===== config.mk =====
export PLATFORM = sky130hd
export DESIGN_NAME = controlador_venta
export DESIGN_NICKNAME = d
export VERILOG_FILES = /design/src/rtl/vending_pkg.sv /design/src/rtl/temporizador_inactividad.sv /design/src/rtl/controlador_venta.sv
export SDC_FILE = /design/constraint.sdc
export NUM_CORES = 1
export LEC_CHECK = 0
export ABC_AREA = 1
export BUFFER_PORTS_ARGS = -buffer_cell sky130_fd_sc_hd__buf_2
export CORE_ASPECT_RATIO = 1.5
export CORE_MARGIN = 4
export CORE_UTILIZATION = 50
export CTS_BUF_LIST = sky130_fd_sc_hd__clkbuf_4
export DETAILED_ROUTE_END_ITERATION = 8
export GPL_TIMING_DRIVEN = 0
export PLACE_DENSITY = 0.74
export RECOVER_POWER = 25
export SYNTH_ARGS = -nofsm -noshare
export SYNTH_HDL_FRONTEND = slang
export SYNTH_SLANG_ARGS = --single-unit

===== constraint.sdc =====
create_clock -name clk -period 2.25 [get_ports clk]
set_clock_uncertainty 0.1 [all_clocks]
set_input_delay 0 -clock clk [delete_from_list [all_inputs] [get_ports clk]]
set_output_delay 0 -clock clk [all_outputs]
set_load 0.02 [all_outputs]

===== src/rtl/vending_pkg.sv =====
`default_nettype none
// ============================================================================
// Module   : vending_pkg
// Purpose  : Shared vending-machine definitions: controller state encoding,
//            coin codes, selection codes and product prices.
// Revision : 1.0 - initial release
// ============================================================================
package vending_pkg;

    typedef enum logic [2:0] {
        IDLE       = 3'd0,
        ACUM       = 3'd1,
        CONSULTA   = 3'd2,
        EVALUA     = 3'd3,
        ENTREGA    = 3'd4,
        DEVOLUCION = 3'd5
    } estado_t;

    localparam logic [1:0] c_MONEDA_1 = 2'b01;
    localparam logic [1:0] c_MONEDA_2 = 2'b10;

    localparam logic [1:0] c_SEL_A    = 2'b01;
    localparam logic [1:0] c_SEL_B    = 2'b10;

    localparam logic [3:0] c_PRECIO_A = 4'd5;
    localparam logic [3:0] c_PRECIO_B = 4'd6;

    // Credit units carried by a coin code; zero marks an invalid code.
    function automatic logic [3:0] valor_moneda(input logic [1:0] codigo);
        case (codigo)
            c_MONEDA_1: return 4'd1;
            c_MONEDA_2: return 4'd2;
            default:    return 4'd0;
        endcase
    endfunction

    function automatic logic seleccion_valida(input logic [1:0] codigo);
        return (codigo == c_SEL_A) || (codigo == c_SEL_B);
    endfunction

endpackage : vending_pkg
`default_nettype wire


===== src/rtl/temporizador_inactividad.sv =====
`default_nettype none
// ============================================================================
// Module   : temporizador_inactividad
// Purpose  : Inactivity counter. Counts enabled cycles since the last clear
//            and flags expiry once TIMEOUT-1 cycles have elapsed.
// Revision : 1.0 - initial release
// ============================================================================
module temporizador_inactividad #(
    parameter int TIMEOUT = 1000
) (
    input  logic clk,
    input  logic rst,
    input  logic i_clr,
    input  logic i_en,
    output logic o_expira
);

    localparam int                   c_ANCHO  = $clog2(TIMEOUT);
    localparam logic [c_ANCHO-1:0]   c_ULTIMO = c_ANCHO'(TIMEOUT - 1);

    logic [c_ANCHO-1:0] r_cuenta;

    // Count enabled cycles, saturating at the expiry value so it never wraps.
    always_ff @(posedge clk) begin
        if (rst || i_clr) begin
            r_cuenta <= '0;
        end else if (i_en && (r_cuenta != c_ULTIMO)) begin
            r_cuenta <= r_cuenta + c_ANCHO'(1);
        end
    end

    // Expiry is derived from the register only, so the consumer may feed
    // its enable back from logic that depends on this flag.
    assign o_expira = (r_cuenta == c_ULTIMO);

endmodule : temporizador_inactividad
`default_nettype wire


===== src/rtl/controlador_venta.sv =====
`default_nettype none
// ============================================================================
// Module   : controlador_venta
// Purpose  : Vending transaction controller. Accumulates capped credit,
//            queries the pricing FSM, strobes dispense, returns change and
//            refunds credit on cancel or inactivity.
// Revision : 1.0 - initial release
// ============================================================================
module controlador_venta
    import vending_pkg::*;
#(
    parameter int MAX_TOTAL = 8,
    parameter int TIMEOUT   = 1000
) (
    input  logic       clk,
    input  logic       rst,
    input  logic       moneda_valida,
    input  logic [1:0] moneda_valor,
    input  logic [1:0] boton_sel,
    input  logic       cancelar,
    output logic [3:0] total,
    output logic [1:0] seleccion,
    input  logic [1:0] producto,
    input  logic       listo,
    input  logic [1:0] cambio,
    output logic       entrega,
    output logic [1:0] producto_entregado,
    output logic       devuelve_moneda,
    output logic       moneda_rechazada,
    output logic       fondos_insuf,
    output logic       ocupado
);

    localparam logic [3:0] c_MAX = 4'(MAX_TOTAL);

    estado_t    r_estado, w_estado;
    logic [3:0] r_total,  w_total;
    logic [1:0] r_sel,    w_sel;
    logic [1:0] r_cambio, w_cambio;
    logic [3:0] r_cnt,    w_cnt;
    logic       r_entrega, w_entrega;
    logic [1:0] r_prod,    w_prod;
    logic       r_dev,     w_dev;
    logic       r_rech,    w_rech;
    logic       r_fondos,  w_fondos;
    logic       r_ocupado, w_ocupado;

    logic       w_acepta;
    logic [3:0] w_valor;
    logic [3:0] w_suma;
    logic       w_sel_ok;
    logic       w_expira;
    logic       w_tmr_clr;
    logic       w_tmr_en;

    assign w_valor  = valor_moneda(moneda_valor);
    assign w_suma   = r_total + w_valor;
    assign w_sel_ok = seleccion_valida(boton_sel);

    // Idle time only accrues while staying in ACUM without an accepted coin.
    assign w_tmr_clr = (r_estado != ACUM) || (w_estado != ACUM) || w_acepta;
    assign w_tmr_en  = !w_tmr_clr;

    temporizador_inactividad #(
        .TIMEOUT (TIMEOUT)
    ) u_temporizador (
        .clk      (clk),
        .rst      (rst),
        .i_clr    (w_tmr_clr),
        .i_en     (w_tmr_en),
        .o_expira (w_expira)
    );

    // Next state and next value of every registered output.
    always_comb begin
        w_estado  = r_estado;
        w_total   = r_total;
        w_sel     = r_sel;
        w_cambio  = r_cambio;
        w_cnt     = r_cnt;
        w_entrega = 1'b0;
        w_prod    = 2'b00;
        w_dev     = 1'b0;
        w_fondos  = 1'b0;
        w_acepta  = 1'b0;

        case (r_estado)
            IDLE: begin
                // Credit is zero here, so any valid coin fits under the cap.
                if (moneda_valida && (w_valor != 4'd0)) begin
                    w_total  = w_suma;
                    w_acepta = 1'b1;
                    w_estado = ACUM;
                end
            end
            ACUM: begin
                if (cancelar) begin
                    w_estado = DEVOLUCION;
                    w_cnt    = r_total;
                    w_dev    = 1'b1;
                end else if (w_sel_ok) begin
                    w_sel    = boton_sel;
                    w_estado = CONSULTA;
                end else if (moneda_valida && (w_valor != 4'd0) && (w_suma <= c_MAX)) begin
                    w_total  = w_suma;
                    w_acepta = 1'b1;
                end else if (w_expira) begin
                    w_estado = DEVOLUCION;
                    w_cnt    = r_total;
                    w_dev    = 1'b1;
                end
            end
            CONSULTA: begin
                w_estado = EVALUA;
            end
            EVALUA: begin
                w_sel = 2'b00;
                if (listo) begin
                    w_entrega = 1'b1;
                    w_prod    = producto;
                    w_cambio  = cambio;
                    w_estado  = ENTREGA;
                end else begin
                    w_fondos = 1'b1;
                    w_estado = ACUM;
                end
            end
            ENTREGA: begin
                w_total = 4'd0;
                if (r_cambio != 2'b00) begin
                    w_cnt    = {2'b00, r_cambio};
                    w_dev    = 1'b1;
                    w_estado = DEVOLUCION;
                end else begin
                    w_estado = IDLE;
                end
            end
            DEVOLUCION: begin
                // On a refund total tracks the coins still owed; after a
                // dispense it is already zero and stays there.
                w_total = (r_total != 4'd0) ? (r_total - 4'd1) : 4'd0;
                if (r_cnt > 4'd1) begin
                    w_cnt = r_cnt - 4'd1;
                    w_dev = 1'b1;
                end else begin
                    w_cnt    = 4'd0;
                    w_total  = 4'd0;
                    w_estado = IDLE;
                end
            end
            default: begin
                w_estado = IDLE;
                w_total  = 4'd0;
                w_sel    = 2'b00;
                w_cnt    = 4'd0;
            end
        endcase

        w_rech    = moneda_valida && !w_acepta;
        w_ocupado = (w_estado inside {CONSULTA, EVALUA, ENTREGA, DEVOLUCION});
    end

    // State and output registers.
    always_ff @(posedge clk) begin
        if (rst) begin
            r_estado  <= IDLE;
            r_total   <= 4'd0;
            r_sel     <= 2'b00;
            r_cambio  <= 2'b00;
            r_cnt     <= 4'd0;
            r_entrega <= 1'b0;
            r_prod    <= 2'b00;
            r_dev     <= 1'b0;
            r_rech    <= 1'b0;
            r_fondos  <= 1'b0;
            r_ocupado <= 1'b0;
        end else begin
            r_estado  <= w_estado;
            r_total   <= w_total;
            r_sel     <= w_sel;
            r_cambio  <= w_cambio;
            r_cnt     <= w_cnt;
            r_entrega <= w_entrega;
            r_prod    <= w_prod;
            r_dev     <= w_dev;
            r_rech    <= w_rech;
            r_fondos  <= w_fondos;
            r_ocupado <= w_ocupado;
        end
    end

    assign total              = r_total;
    assign seleccion          = r_sel;
    assign entrega            = r_entrega;
    assign producto_entregado = r_prod;
    assign devuelve_moneda    = r_dev;
    assign moneda_rechazada   = r_rech;
    assign fondos_insuf       = r_fondos;
    assign ocupado            = r_ocupado;

endmodule : controlador_venta
`default_nettype wire


Word-level counts from Yosys, hierarchy flattened
Cells that the tools add are included.
{ "totals": {"reg_bits": 32, "output_inout_bits": 13, "wordCells": 114} }
{ "classes": {"add_sub_neg": 4, "magnitude_cmp": 2, "n_eq_ne": 26, "mux": 41, "bitwise": 5, "n_reduce_logical": 24} }
{ "op_table": {"columns": ["cell", "count"], "rows": [
  ["two-way mux 4 bit", 12],
  ["case mux 4 bit (4 select lines)", 2],
  ["two-way mux 3 bit", 8],
  ["case mux 3 bit (6 select lines)", 1],
  ["equality test 3 x 2 -> 1 bit (second input constant)", 4],
  ["equality test 3 bit (second input constant)", 4],
  ["two-way mux 1 bit", 12],
  ["inequality test 2 bit (second input constant)", 6],
  ["nonzero test 4 bit", 3],
  ["adder 10 x 1 -> 10 bit (second input constant)", 1],
  ["equality test 10 bit (second input constant)", 1],
  ["inequality test 10 bit (second input constant)", 1],
  ["AND reduction 5 bit", 2],
  ["case mux 2 bit (2 select lines)", 2],
  ["subtractor 4 x 1 -> 4 bit (second input constant)", 2],
  ["inequality test 3 x 1 -> 1 bit (second input constant)", 2],
  ["inequality test 3 bit (second input constant)", 2],
  ["OR reduction 3 bit", 2],
  ["NOT 1 bit", 5],
  ["adder 4 bit", 1],
  ["equality test 2 x 1 -> 1 bit (second input constant)", 2],
  ["equality test 2 bit (second input constant)", 2],
  ["> comparator 4 x 1 -> 1 bit (second input constant)", 1],
  ["less-or-equal comparator 4 bit (second input constant)", 1],
  ["other kinds (14)", 23]
]} }

Depth between registers and ports, before layout
Gate-level depths: netlist of run 1.
{ "depth": {"depth_word": 14, "mapped_depth": 16, "mapped_depth_nobuf": 16} }

Cells and area by module
Synthesis of run 1 repeated with hierarchy kept, for this count alone.
{ "unflattened": {"hier_cells": 300, "hier_area_um2": 2044.5} }
{ "modules_own_cells": {"columns": ["module", "n_inst", "cells_per_inst", "area_each_um2", "seq_area_each_um2"], "rows": [
  ["controlador_venta", 1, 210, 1438.9, 440.4],
  ["temporizador_inactividad", 1, 90, 605.6, 200.2]
]} }

Worst setup path after synthesis of run 1
OpenSTA, ideal clock, no wires.
{ "synth_timing": {"kind": "flip-flop to flip-flop", "from": "reg r_total[0] (netlist: total[0])", "to": "reg u_temporizador.r_cuenta[2]", "setup_ns": 0.068, "t_arrival_ns": 2.236, "t_required_ns": 2.082, "path_slack_ns": -0.153, "stages_incl_launch_ff": 14, "path_cell_list": "dfxtp_1 ha_1 inv_1 fa_1 inv_1 nor2_1 nand3_1 nand3_1 nand2_1 nand3_1 nand3_2 nor2_4 nand3_4 a21oi_2"} }
{ "synth_between": {"elab_chain_cells": 12, "elab_cells_between_ends": 17, "classes_between": "add/sub (1); order compare (1); eq/ne (1); mux (8); reduce/logical (6)"} }
{ "synth_lines": {"columns": ["element", "line_no", "rtl"], "rows": [
  ["from (decl)", "controlador_venta.sv:37", "logic [3:0] r_total, w_total;"],
  ["from (signal assigned)", "controlador_venta.sv:179", "r_total <= w_total;"],
  ["adder 4 bit (*)", "controlador_venta.sv:57", "assign w_suma = r_total + w_valor;"],
  ["less-or-equal comparator 4 bit (*)", "controlador_venta.sv:104", "end else if (moneda_valida && (w_valor != 4'd0) && (w_suma <= c_MAX)) begin"],
  ["logical AND 1 bit (*)", "controlador_venta.sv:104", null],
  ["two-way mux 3 bit", "controlador_venta.sv:104", null],
  ["two-way mux 3 bit", "controlador_venta.sv:101", "end else if (w_sel_ok) begin"],
  ["two-way mux 3 bit", "controlador_venta.sv:97", "if (cancelar) begin"],
  ["case mux 3 bit (6 select lines)", "controlador_venta.sv:87", "case (r_estado)"],
  ["inequality test 3 x 1 -> 1 bit", "controlador_venta.sv:61", "assign w_tmr_clr = (r_estado != ACUM) || (w_estado != ACUM) || w_acepta;"],
  ["logical OR 1 bit", "controlador_venta.sv:61", null],
  ["logical OR 1 bit (*)", "controlador_venta.sv:61", null],
  ["zero test 1 bit", "controlador_venta.sv:62", "assign w_tmr_en = !w_tmr_clr;"],
  ["logical AND 1 bit", "temporizador_inactividad.sv:27", "end else if (i_en && (r_cuenta != c_ULTIMO)) begin"],
  ["to (signal assigned)", "temporizador_inactividad.sv:28", "r_cuenta <= r_cuenta + c_ANCHO'(1);"],
  ["to (decl)", "temporizador_inactividad.sv:21", "logic [c_ANCHO-1:0] r_cuenta;"]
]} }
Mark *: on every way between the ends. The rest lies on a longest branch, timed or not.
A chain may end at the register's enable or synchronous reset.

Worst setup path after layout of run 1
{ "layout_timing": {"from": "reg r_total[0] (netlist: total[0])", "to": "reg u_temporizador.r_cuenta[5]"} }
The elaborated chain is that of the path after synthesis.

==> results_dict.tcl, run 1 <==
set metrics [dict create \
    gr-usage-met1_pct 18.46 \
    avgSynthCellArea_um2 7.738 \
    grtUsageTotal_pct 19.17 \
    dp.cells 312 \
    async_flop_share_pct 0 \
    dp_hpwl_um 3230 \
    ys_ff_latch 32 \
    antenna_found_initial 0 \
    dieWidth_um 58.18 \
    grt_pass1_wl_um 7286 \
    ctsLongestPathBuffers 2 \
    io_buffers 25 \
    design_area_um2 2395 \
    synth_nets 266 \
    syn_area_um2 1888 \
    vdd_drop_max_mv 0.4568 \
    die_h_um 83.26 \
    cap_violations 0 \
    cts-root-buf "clkbuf_4" \
    synth_edf_count 0 \
    place_ws_ps -231.6 \
    layout_min_cycle_time_ps 2413 \
    outcome "complete, but fails checks" \
    viasPerCell 5.262 \
    violations "negative setup slack" \
    power_leakage_nw 1.030 \
    met2_usage_pct 36.42 \
    crit_required_ps 2420 \
    tightest_slew_ps 509.8 \
    num_rows 27 \
    final_nets 321 \
    grt_start_max_net_pins 11 \
    antenna_left 0 \
    drv_slew 0 \
    grt_use_met3_pct 3.733 \
    layout.cells.non_filler 343 \
    cts_sinks 32 \
    worst_path_max_delay_cell "fa_1" \
    crit_fanout 8 \
    drive_above_1_share_pct 30.33 \
    yosys_warnings 0 \
    io_pins 26 \
    setup_violations 11 \
    netlist_instances 244 \
    drtIter0Drc 62 \
    cp-end-kind "flip-flop" \
    postPlaceCellArea_um2 2090 \
    grt_setup_unrepaired "yes" \
    fillers 334 \
    slowest_delay_ps 480 \
    hold_viol 0 \
    crit_chain "ha_4 -> inv_2 -> fa_1 -> inv_2 -> nor2_4 -> nand3_2 -> nand3_2 -> nand2_2 -> nand3_4 -> nand3_4 -> nor2_4 -> nand3_4 -> a21oi_2" \
    insertedDiodeCount 0 \
    cts_tree "built" \
    grt_pass1_vias 1773 \
    cts_made_buffers 5 \
    worstSkewPairLatency_ps 330 \
    core_um2 3649 \
    start_util_pct 51.75 \
    total_power_mw 1.617 \
    fin_crit_sh_pct 107.2 \
    routedWlPerCell_um 13.14 \
    dr.pass1.iters 4 \
    finalWirelength_um 4507 \
    fmax_mhz 414.4 \
    synth_seq_area_share_pct 33.93 \
    worst_ep_arrival_time_ps 2580 \
    grt_overflow 0 \
    timing.final.ws_setup_ps -162.9 \
    ys_types 35 \
    clk_pin_slew_ps 100 \
    crit_path_start_kind "flip-flop" \
    slew_headroom_pct 66.02 \
    crit_type "reg -> reg" \
    grt_busiest_layer "met2" \
    htree_levels 2 \
    syn_to_final_growth_pct 26.84 \
    p_per_area_nw_per_um2 675.1 \
    synth_flop_cell "dfxtp_1" \
    vias 1805 \
    cp_common_cell "nand3_4" \
    hp-class "in -> reg" \
    die_area_um2 4844 \
    gp_congestion 0.8799 \
    route.detailed.drc 0 \
]
-- metal layers --
| layer | wire length (µm) | part of all wire [%] | up-vias |
|---|---|---|---|
| li1 | - | - | 920 |
| met1 | 1656 | 37 | 848 |
| met2 | 2656 | 59 | 27 |
| met3 | 88 | 2.0 | 10 |
| met4 | 106 | 2.4 | 0 |
| met5 | 0 | 0 | - |
-- synthesized netlist by cell type (3+ instances only) --
cell type   n  share of area [%]
nor2_1     19                3.8
nand2_1    27                5.4
a22oi_1     3                1.2
xor2_1      8                3.7
dfxtp_1    32                 34
inv_1      34                6.8
nand4_1     4                1.3
a21oi_1    13                3.4
o21ai_0    14                3.7
nand3_1    21                5.6
nor3b_1     3                1.2
nor2_4      5                3.0
nand2_2     7                2.3
a21oi_2     9                4.2
nand2_4     3                1.8
inv_2       5               0.99
ha_1        8                5.3
nor3_1      5                1.3
-- registers in the layout, summed over array words and instances (netlist names) --
register,count
r_cambio,2
ocupado,1
entrega,1
total,4
r_estado,3
fondos_insuf,1
producto_entregado,2
r_cnt,4
seleccion,2
moneda_rechazada,1
u_temporizador.r_cuenta,10
devuelve_moneda,1
-- power breakdown --
group | internal (mW) | total, mW | leakage [nW] | switching (mW)
logic | 0.278 | 0.656 | 0.736 | 0.378
clock network | 0.114 | 0.312 | 0.0324 | 0.198
registers | 0.611 | 0.648 | 0.261 | 0.0374
total | 1.00 | 1.62 | 1.03 | 0.613
-- cell families after synthesis --
family / Yosys count / synth area share [%]
AOI/OAI and AO/OA: 47 / 15.64
DFF: 32 / 33.93
adders and majority gates: 9 / 6.362
buffers and inverters: 42 / 8.549
and+or+nand+nor: 104 / 30.88
xor gates and xnor gates: 10 / 4.639
-- placed cells by master (no fill, tap or decap), types with 3 or more instances in the layout --
| cell | count |
|---|---|
| nor2_1 | 18 |
| dfxtp_1 | 30 |
| nand2_2 | 8 |
| nand3_1 | 16 |
| nor3_1 | 5 |
| nor2_4 | 6 |
| inv_2 | 8 |
| a21oi_1 | 12 |
| inv_1 | 31 |
| buf_4 | 13 |
| xor2_1 | 8 |
| o21ai_0 | 8 |
| dlygate4sd3_1 | 10 |
| nand3_4 | 3 |
| nor3b_1 | 3 |
| nand4_1 | 4 |
| nand2_4 | 3 |
| a21oi_2 | 9 |
| clkbuf_1 | 9 |
| clkbuf_4 | 5 |
| nand3_2 | 5 |
| ha_1 | 7 |
| buf_2 | 18 |
| nand2_1 | 26 |
| o21ai_1 | 6 |
-- final cells by class --
class,instances,area [µm²],area share (%)
Sequential cell,32,645.6,26.96
Tap cell,43,53.80,2.247
Multi-Input combinational cell,170,1165,48.64
Timing Repair Buffer,48,317.8,13.27
Clock buffer,5,37.54,1.567
Inverter,39,146.4,6.113
Clock inverter,3,13.76,0.5747
Buffer,3,15.01,0.6270
-- through the flow --
stage                     util (%)  hold WS (ps)  TNS (ps)
after floorplan                  -        -23.85         0
after global placement       57.27         92.98     -1619
after detailed placement     57.27         97.17     -1960
after CTS                    63.89         209.5    -972.3
after global routing         65.64         288.6     -3136
final                        65.64         244.8     -1525
-- path summary, 6_finish.rpt --
| path | endpoint | from | depth (start not counted) | slack [ps] |
|---|---|---|---|---|
| min reg2reg | seleccion[0] | seleccion[0] | 2 | 380 |
| max reg2reg | u_temporizador.r_cuenta[5] | total[0] | 13 | -160 |
| max | u_temporizador.r_cuenta[5] | total[0] | 13 | -160 |
| min | total[0] | moneda_valor[0] | 5 | 240 |
-- repair_timing --
item,4_1_cts,5_1_grt
gates resized for setup,6,16
endpoints found under the setup margin,10,18
gates cloned,0,0
endpoints found under the hold margin,12,0
hold buffers,10,0
buffers inserted,9,4
pin swaps,4,5
-- critical path: cells and delay by family (launching register included) --
kind            cells  cell delay (ps)
buf+inv             2               80
simple gates        8             1000
flops               1              390
fa+ha+maj           2              620
compound gates      1              150
Note: power is estimated with default switching activity, not from simulation.
==> run 2: changes to the inputs <==
Settings changed: CORE_ASPECT_RATIO 1.5 to 2.
==> run 2 against run 1 <==
  * The flow still finishes with violations (negative setup slack)
  * Critical path depth is 2 higher
  * Clock power increased by 44%
  * Sequential cell count stayed put
  * Final area grew 3.6%
  * Via count decreased by 0.17%
  * First-iteration DRC count is 44% lower
==> results_dict.tcl, run 2 (same netlist as run 1, synthesis figures left out) <==
set metrics [dict create \
    outcome "complete, but fails checks" \
    violations "negative setup slack" \
    io_buffers 25 \
    worstSkewPairLatency_ps 350 \
    power_frac_seq_pct 37.5 \
    grt_start_max_net_pins 11 \
    setup_violations 13 \
    num_rows 31 \
    crit_fanout 6 \
    combPwrFrac_pct 36.2 \
    drtIter0Drc 35 \
    slew_headroom_pct 64.58 \
    worst_path_max_delay_cell "fa_1" \
    total_power_mw 1.714 \
    cts_sinks 32 \
    switching_share_pct 35.24 \
    slowest_delay_ps 500 \
    viasPerCell 5.178 \
    route.detailed.drc 0 \
    core_um2 3646 \
    drive_above_1_share_pct 31.77 \
    vias 1802 \
    crit_path_start_kind "flip-flop" \
    crit_type "reg -> reg" \
    tightest_slew_ps 531.3 \
    layout_common_cells "33 x inv_1, 30 x dfxtp_1, 24 x nand2_1" \
    min_path_cells 4 \
    htree_levels 2 \
    clkPwrFrac_pct 26.3 \
    final_nets 320 \
    grt_overflow 0 \
    die_h_um 94.90 \
    crit_required_ps 2430 \
    cp-end-kind "flip-flop" \
    insertedDiodeCount 0 \
    fin_crit_sh_pct 105.3 \
    utilization_pct 68.05 \
    dieWidth_um 51.45 \
    grtUsageTotal_pct 20.94 \
    drv_slew 0 \
    grt_pass1_vias 1829 \
    design_area_um2 2481 \
    grt_pass1_wl_um 7652 \
    clk_pin_slew_ps 110 \
    finalWirelength_um 4668 \
    fillers 338 \
    p_switching_uw 604.0 \
    start_util_pct 51.78 \
    layout_min_cycle_time_ps 2370 \
    dr.pass1.iters 4 \
    ctsLongestPathBuffers 2 \
    cts-root-buf "clkbuf_4" \
    io_pins 26 \
    cp_common_cell "nand2_2" \
    gp_congestion 0.8320 \
    ff_latch_area_um2 645.6 \
    hp-class "in -> reg" \
    postPlaceCellArea_um2 2097 \
    die_area_um2 4883 \
    multi_input_area_um2 1192 \
    r2r_slack_ps -120 \
    crit_chain "ha_4 -> inv_2 -> fa_1 -> inv_1 -> nor2_1 -> nand3_1 -> nand3_2 -> buf_6 -> nand4_1 -> nand2_2 -> nor2_8 -> buf_12 -> nand2_8 -> nand2_2 -> a21oi_2" \
    syn_to_final_growth_pct 31.41 \
    routedWlPerCell_um 13.41 \
    fmax_mhz 421.9 \
    largest_register "u_temporizador.r_cuenta" \
    p_per_area_nw_per_um2 690.7 \
    power.internal_mw 1.110 \
    worst_ep_arrival_time_ps 2550 \
    antenna_found_initial 0 \
    antenna_left 0 \
    timing.final.ws_setup_ps -120.3 \
    largest_register_ffs 10 \
    hold_viol 0 \
    dp_hpwl_um 3449 \
    cts_made_buffers 5 \
    rr_worst_depth 15 \
    power_leakage_nw 1.055 \
    cts_tree "built" \
    grt_setup_unrepaired "yes" \
    cap_violations 0 \
    final_common_cell "inv_1" \
    vdd_drop_max_mv 0.6493 \
]
## run 2: cell count changes in the layout (fill, tap and decap cells not counted), moves of 2 or more
cell     delta
inv_2       -2
buf_4       -6
nand2_1     -2
nand3_2     -2
o21ai_1     -3
buf_6       +5
a21oi_1     -2
inv_1       +2
o21ai_2     +3
a21oi_2     +2
## run 2: per-layer routing
metal	GRT usage (%)	share of wire [%]
met1	17.30	33
met2	43.19	62
met3	3.633	2.4
met4	11.16	3.1
met5	0	0
## run 2: path summary, 6_finish.rpt
check	end	startpoint
worst max-delay path	u_temporizador.r_cuenta[3]	total[0]
worst min-delay path	r_estado[1]	cancelar
worst max register to register	u_temporizador.r_cuenta[3]	total[0]
worst min register to register	seleccion[0]	seleccion[0]
## run 2: timing repair
item / CTS / global route
pin swaps: 8 / 3
setup buffers: 8 / 5
endpoints found under the setup margin: 11 / 18
hold buffers: 8 / 1
cloned: 0 / 0
gates resized for setup: 14 / 17
hold endpoints to repair: 20 / 3
## run 2: per-stage QoR
| step | std cells | TNS, ps | worst slack [ps] | hold WS, ps |
|---|---|---|---|---|
| after global placement | 318 | -2437 | -273.1 | 96.86 |
| final | 348 | -852.4 | -120.3 | 8.366 |
| after floorplan | 244 | 0 | 3.178 | -23.85 |
| after detailed placement | 318 | -2513 | -292.4 | 96.82 |
| after global routing | 348 | -2767 | -226.8 | 53.69 |
| after CTS | 342 | -642.9 | -90.29 | -100.7 |
## run 2: power by group through the flow
stage                     Clock [mW]  Combinational (mW)  Sequential (mW)
after floorplan                    0               0.349            0.682
after global placement             0               0.486            0.660
after detailed placement           0               0.490            0.661
after CTS                      0.465               0.565            0.643
after global routing           0.489               0.677            0.650
final                          0.450               0.620            0.643
## run 2: critical path: cells and delay by family (launching register included)
family,cells,cell delay (ps)
simple gates,8,770
fa+ha+maj,2,630
flops,1,370
buf+inv,4,310
compound gates,1,110
## run 2: area by class of cell
class	instances	share of cell area, %
Multi-Input combinational cell	170	48.06
Sequential cell	32	26.02
Timing Repair Buffer	47	13.72
Inverter	39	5.900
Tap cell	49	2.471
Clock buffer	6	1.815
Clock inverter	2	1.412
Buffer	3	0.6051
